[src/rtl/cpu_pkg.sv]
// Shared CPU-side types and constants for the memory port arbiter slice.
package cpu_pkg;

  typedef enum logic [1:0] {
    IDLE  = 2'd0,
    ISSUE = 2'd1,
    RESP  = 2'd2
  } arb_state_t;

  localparam logic PORT_CPU = 1'b0;
  localparam logic PORT_DMA = 1'b1;

endpackage

[src/rtl/mem_port_arbiter_rr_pick2.sv]
// Combinational two-way round-robin picker: the port that did not own the
// memory last wins a tie.
module rr_pick2
  import cpu_pkg::*;
(
  input  logic req0,
  input  logic req1,
  input  logic last_owner,
  output logic valid,
  output logic winner
);

  always_comb begin
    valid = req0 | req1;
    if (req0 && req1) begin
      winner = ~last_owner;
    end else if (req1) begin
      winner = PORT_DMA;
    end else begin
      winner = PORT_CPU;
    end
  end

endmodule

[src/rtl/mem_port_arbiter.sv]
// Two-port arbiter in front of the single-port synchronous memory: one access
// per three cycles, registered command, read data routed back with rvalid.
module mem_port_arbiter
  import cpu_pkg::*;
#(
  parameter int ADDR_W = 32,
  parameter int DATA_W = 32
) (
  input  logic                clk,
  input  logic                reset,
  input  logic                req0,
  input  logic                we0,
  input  logic [ADDR_W-1:0]   addr0,
  input  logic [DATA_W-1:0]   wdata0,
  input  logic [DATA_W/8-1:0] wstrb0,
  input  logic                req1,
  input  logic                we1,
  input  logic [ADDR_W-1:0]   addr1,
  input  logic [DATA_W-1:0]   wdata1,
  input  logic [DATA_W/8-1:0] wstrb1,
  output logic                gnt0,
  output logic                gnt1,
  output logic                rvalid0,
  output logic                rvalid1,
  output logic [DATA_W-1:0]   rdata0,
  output logic [DATA_W-1:0]   rdata1,
  output logic                mem_en,
  output logic                mem_we,
  output logic [ADDR_W-1:0]   mem_addr,
  output logic [DATA_W-1:0]   mem_wdata,
  output logic [DATA_W/8-1:0] mem_wstrb,
  input  logic [DATA_W-1:0]   mem_rdata
);

  localparam int STRB_W = DATA_W / 8;

  arb_state_t state;
  logic       owner;
  logic       last_owner;
  logic       pick_valid;
  logic       pick_winner;
  logic       grant;

  rr_pick2 u_pick (
    .req0       (req0),
    .req1       (req1),
    .last_owner (last_owner),
    .valid      (pick_valid),
    .winner     (pick_winner)
  );

  // Grants are only offered from IDLE and are masked while reset is held.
  assign grant = (state == IDLE) && pick_valid && !reset;
  assign gnt0  = grant && (pick_winner == PORT_CPU);
  assign gnt1  = grant && (pick_winner == PORT_DMA);

  assign rdata0 = mem_rdata;
  assign rdata1 = mem_rdata;

  always_ff @(posedge clk or posedge reset) begin
    if (reset) begin
      state      <= IDLE;
      owner      <= PORT_CPU;
      last_owner <= PORT_DMA;
      mem_en     <= 1'b0;
      mem_we     <= 1'b0;
      mem_addr   <= '0;
      mem_wdata  <= '0;
      mem_wstrb  <= '0;
      rvalid0    <= 1'b0;
      rvalid1    <= 1'b0;
    end else begin
      rvalid0 <= 1'b0;
      rvalid1 <= 1'b0;
      case (state)
        IDLE: begin
          if (pick_valid) begin
            owner     <= pick_winner;
            mem_en    <= 1'b1;
            mem_we    <= (pick_winner == PORT_DMA) ? we1    : we0;
            mem_addr  <= (pick_winner == PORT_DMA) ? addr1  : addr0;
            mem_wdata <= (pick_winner == PORT_DMA) ? wdata1 : wdata0;
            mem_wstrb <= (pick_winner == PORT_DMA) ? wstrb1 : wstrb0;
            state     <= ISSUE;
          end
        end
        // --- ISSUE -> RESP: memory samples the command at this edge
        ISSUE: begin
          mem_en  <= 1'b0;
          mem_we  <= 1'b0;
          rvalid0 <= (owner == PORT_CPU);
          rvalid1 <= (owner == PORT_DMA);
          state   <= RESP;
        end
        // --- RESP -> IDLE: read data is on mem_rdata during RESP
        RESP: begin
          last_owner <= owner;
          state      <= IDLE;
        end
        default: state <= IDLE;
      endcase
    end
  end

  logic [STRB_W-1:0] unused_strb_w;
  assign unused_strb_w = '0;

endmodule

[config.mk]
export PLATFORM = sky130hd
export DESIGN_NAME = mem_port_arbiter
export DESIGN_NICKNAME = d
export VERILOG_FILES = /design/src/rtl/cpu_pkg.sv /design/src/rtl/mem_port_arbiter_rr_pick2.sv /design/src/rtl/mem_port_arbiter.sv
export SDC_FILE = /design/constraint.sdc
export NUM_CORES = 1
export LEC_CHECK = 0
export CAP_MARGIN = 20
export CELL_PAD_IN_SITES_DETAIL_PLACEMENT = 0
export CELL_PAD_IN_SITES_GLOBAL_PLACEMENT = 1
export CORE_MARGIN = 1.5
export CORE_UTILIZATION = 28
export CTS_CLUSTER_DIAMETER = 50
export DETAILED_ROUTE_END_ITERATION = 16
export PLACE_DENSITY_LB_ADDON = 0.08
export SLEW_MARGIN = 20
export SYNTH_ARGS = -nofsm -noshare
export SYNTH_HDL_FRONTEND = slang
export SYNTH_SLANG_ARGS = --single-unit
[constraint.sdc]
create_clock -name clk -period 3.3 [get_ports clk]
set_input_delay 0.33 -clock clk [delete_from_list [all_inputs] [get_ports clk]]
set_output_delay 0.33 -clock clk [all_outputs]
set_load 0.01 [all_outputs]
==> tab_implementation.tex <==
\begin{tabular}{lr}
\hline
Metric & Value \\
\hline
\multicolumn{2}{l}{\textbf{Run status}} \\
Run status & complete, no violations \\
\multicolumn{2}{l}{\textbf{CTS}} \\
Register clock-pin slew on the reported worst setup and hold paths & approximately 0.060 ns \\
TritonCTS clock tree & built \\
Maximum level of the CTS H-tree & 3 \\
Number of sinks handled by clock tree synthesis & 76 \\
Cells resized by post-CTS repair & 0 \\
CTS Root Cell & sky130\_fd\_sc\_hd\_\_clkbuf\_16 \\
\# hold bufs at CTS & 0 \\
CTS buffer count & 9 \\
Clock latency on the worst-skew pair & between 0.3 and 0.4 ns \\
Longest Clk Path Bufs & 2 \\
\# Post-CTS Setup Buffers & 0 \\
\multicolumn{2}{l}{\textbf{Synthesis}} \\
Most used flip-flop cell after synthesis & sky130\_fd\_sc\_hd\_\_dfrtp\_1 \\
Asr flop ratio synth & 100.0\% \\
Cells after synthesis & a little over 300 \\
Top cells by instance count after synthesis & sky130\_fd\_sc\_hd\_\_mux2\_4, sky130\_fd\_sc\_hd\_\_dfrtp\_1, sky130\_fd\_sc\_hd\_\_buf\_4 \\
Most area-hungry cell type in the Yosys netlist & sky130\_fd\_sc\_hd\_\_mux2\_4 \\
Post-synth EDFFs & 0 \\
Most frequent cell after synthesis & sky130\_fd\_sc\_hd\_\_mux2\_4 \\
Net Count, Synth & slightly below 500 \\
Dominant cells by area after synthesis & sky130\_fd\_sc\_hd\_\_mux2\_4, sky130\_fd\_sc\_hd\_\_dfrtp\_1, sky130\_fd\_sc\_hd\_\_buf\_4 \\
Post-synthesis cell area & between 0.004 and 0.005 mm\^{}2 \\
FF+latch count, synth & 76 \\
Count of warnings emitted by yosys & 0 \\
Netlist cell types & 20 \\
Per-instance average area after synthesis & 15.34 um\^{}2 \\
Part of the Yosys area used for sequential elements & roughly two fifths \\
Proportion of netlist area held by the largest area contributor & 41.67\% \\
\multicolumn{2}{l}{\textbf{STA}} \\
Clock Skew & 0.002746 ns \\
Highest clock frequency the design can meet & about 400 MHz \\
Final TNS setup & 0 ns \\
Fin. Hold Viols & 0 \\
Min Clock Period, post-route & 2.478 ns \\
Share of the cycle needed by the critical path after routing & between 70\% and 80\% \\
RSZ-0062 raised after global routing & no \\
Worst slew margin relative to its limit & between 50\% and 60\% \\
Slew of the pin with the lowest slew margin & between 0.7 and 0.8 ns \\
Final setup violating endpoints & 0 \\
Worst hold slack & between 0.4 and 0.5 ns \\
Slew Viols, Final & 0 \\
\multicolumn{2}{l}{\textbf{Layout}} \\
Signed area change from the synthesized netlist to the final layout & 43.94\% \\
Number of inserted filler cells in the final layout & $\sim$1500 \\
Ant diodes & 0 \\
Final Util & roughly 41\% \\
Sequential cell area & approximately 0.0019 mm\^{}2 \\
Fraction of final layout cells sized beyond drive strength 1 & between 30\% and 40\% \\
Design Area, Final & around 0.007 mm\^{}2 \\
Layout net count & about 630 \\
Area of the multi-input gates & roughly 0.0021 mm\^{}2 \\
\multicolumn{2}{l}{\textbf{Floorplanning}} \\
Die outline height & between 100 and 150 um \\
Io pins & around 310 \\
Area of the placeable core & 0.01658 mm\^{}2 \\
Initial cell density of the core & 28.68\% \\
Chip width & $\sim$130 um \\
Number of placement rows & 47 \\
DIE AREA & 0.01778 mm\^{}2 \\
\multicolumn{2}{l}{\textbf{Detailed routing}} \\
Number of detailed-route iterations in the first pass & 2 \\
Post-detailed-route DRC marker count & 0 \\
Number of DRC markers in iteration 0 & 55 \\
ANT nets after route & 0 \\
Average detailed-routed wire length per instance & $\sim$16 um \\
Final WL & approximately 11000 um \\
Mean number of vias per cell & around 4.1 \\
Routed via count & approximately 2800 \\
\multicolumn{2}{l}{\textbf{Global routing}} \\
Tot GR Track Use & between 10\% and 20\% \\
Vias in the first global route & between 3000 and 4000 \\
GR Overflow Total & 0 \\
Met2 GRT Util & between 10\% and 20\% \\
Antenna violations before repair & 0 \\
Met1 track demand over resource in global routing & 14.04\% \\
Global Route met3 Usage & about 4.4\% \\
GRT busiest layer & met2 \\
Wire length of the first global-routing pass & between 15000 and 20000 um \\
Pin count of the biggest net entering global routing & 77 \\
\multicolumn{2}{l}{\textbf{Flow run}} \\
Max-cap check violation count & 0 \\
\multicolumn{2}{l}{\textbf{Critical path}} \\
Endpoint arrival time on the critical path & around 2.2 ns \\
Category of the critical setup timing path & register to output pin \\
Worst setup EP type & output pin \\
Max FO, Critical Path & 28 \\
Required time of the critical path & between 2 and 3 ns \\
Worst setup SP type & register \\
\multicolumn{2}{l}{\textbf{Placed design}} \\
Final HPWL from detailed placement & 7466 um \\
Number of buffer cells added on primary ports & roughly 220 \\
Post-Place Cell Area & 0.006536 mm\^{}2 \\
Gp weighted congestion & around 0.7 \\
\multicolumn{2}{l}{\textbf{Power and ir drop}} \\
Lkg Pwr & about 3.1 nW \\
PnR Total Power & approximately 0.0056 W \\
Worst VDD drop & about 0.50 mV \\
Pwr dens & about 820 mW/mm\^{}2 \\
\multicolumn{2}{l}{\textbf{Hold path}} \\
Path class of the lowest-slack min-delay path & register to register \\
\hline
\end{tabular}
[placed cells by master, fill, tap and decap left out, drive strengths merged, types with 2 or more instances in the layout]
cell           netlist  layout
clkdlybuf4s50        0     215
clkinvlp             0       2
mux2i                2       2
nor2                 3       3
inv                  4       3
mux2               136     136
buf                 79       3
dfrtp               75      75
clkbuf               0      13
[layout make-up]
class / instances / share of cell area [%]
Clock buffer: 13 / 3.802
Multi-Input combinational cell: 151 / 31.29
Clock inverter: 3 / 0.6580
Tap cell: 220 / 4.021
Inverter: 4 / 0.2376
Timing Repair Buffer: 218 / 32.19
Sequential cell: 76 / 27.80
[flip-flops by register name (all words and copies together) (netlist names)]
signal      flops
mem_addr       32
mem_wdata      32
mem_wstrb       4
state           2
last_owner      1
mem_en          1
mem_we          1
owner           1
rvalid0         1
rvalid1         1
[power by group]
part           internal [W]  switching (W)  total (W)
logic               0.00192       0.000983    0.00291
clock network      0.000627       0.000377    0.00100
registers           0.00142       0.000283    0.00170
[worst paths after layout]
kind                            slack [ns]              startpoint  cells after the start                  endpoint
worst max-delay path                  0.82  last_owner$_DFFE_PP1N_                      3                      gnt0
worst min-delay path                  0.43       owner$_DFFE_PP0P_                      1         rvalid0$_DFF_PP0_
worst max register to register        1.06  last_owner$_DFFE_PP1N_                      4  mem_addr[30]$_DFFE_PP0P_
worst min register to register        0.43       owner$_DFFE_PP0P_                      1         rvalid0$_DFF_PP0_
max in group asynchronous             2.24                   reset                      3   mem_addr[7]$_DFFE_PP0P_
min in group asynchronous             0.58                   reset                      3  mem_wdata[0]$_DFFE_PP0P_
[critical path: stages (launching register included)]
cell	delay, ns
sky130_fd_sc_hd__dfstp_2	0.54
sky130_fd_sc_hd__a21bo_4	0.48
sky130_fd_sc_hd__and3_1	0.25
sky130_fd_sc_hd__clkdlybuf4s50_1	0.54
[per-layer routing]
metal | vias to the layer above | routed length, um
met5 | - | 0
met4 | 0 | 243
met3 | 31 | 1076
met2 | 138 | 4951
met1 | 1322 | 4609
li1 | 1313 | -
[cell families after synthesis]
kind of cell	synth area share, %
AO/OA/AOI/OAI	0.8156
buffers and inverters	15.08
flip-flops	40.02
multiplexers	43.04
AND/OR/NAND/NOR	1.053
[through the flow]
| stage | worst slack [ns] | cells |
|---|---|---|
| detailed placement | 0.7282 | 669 |
| floorplan | 0.6370 | 310 |
| global route | 0.7087 | 685 |
| CTS | 0.7438 | 685 |
| finish | 0.8221 | 685 |
| global placement | 0.7429 | 669 |
Power figures use the tool's default switching activity.
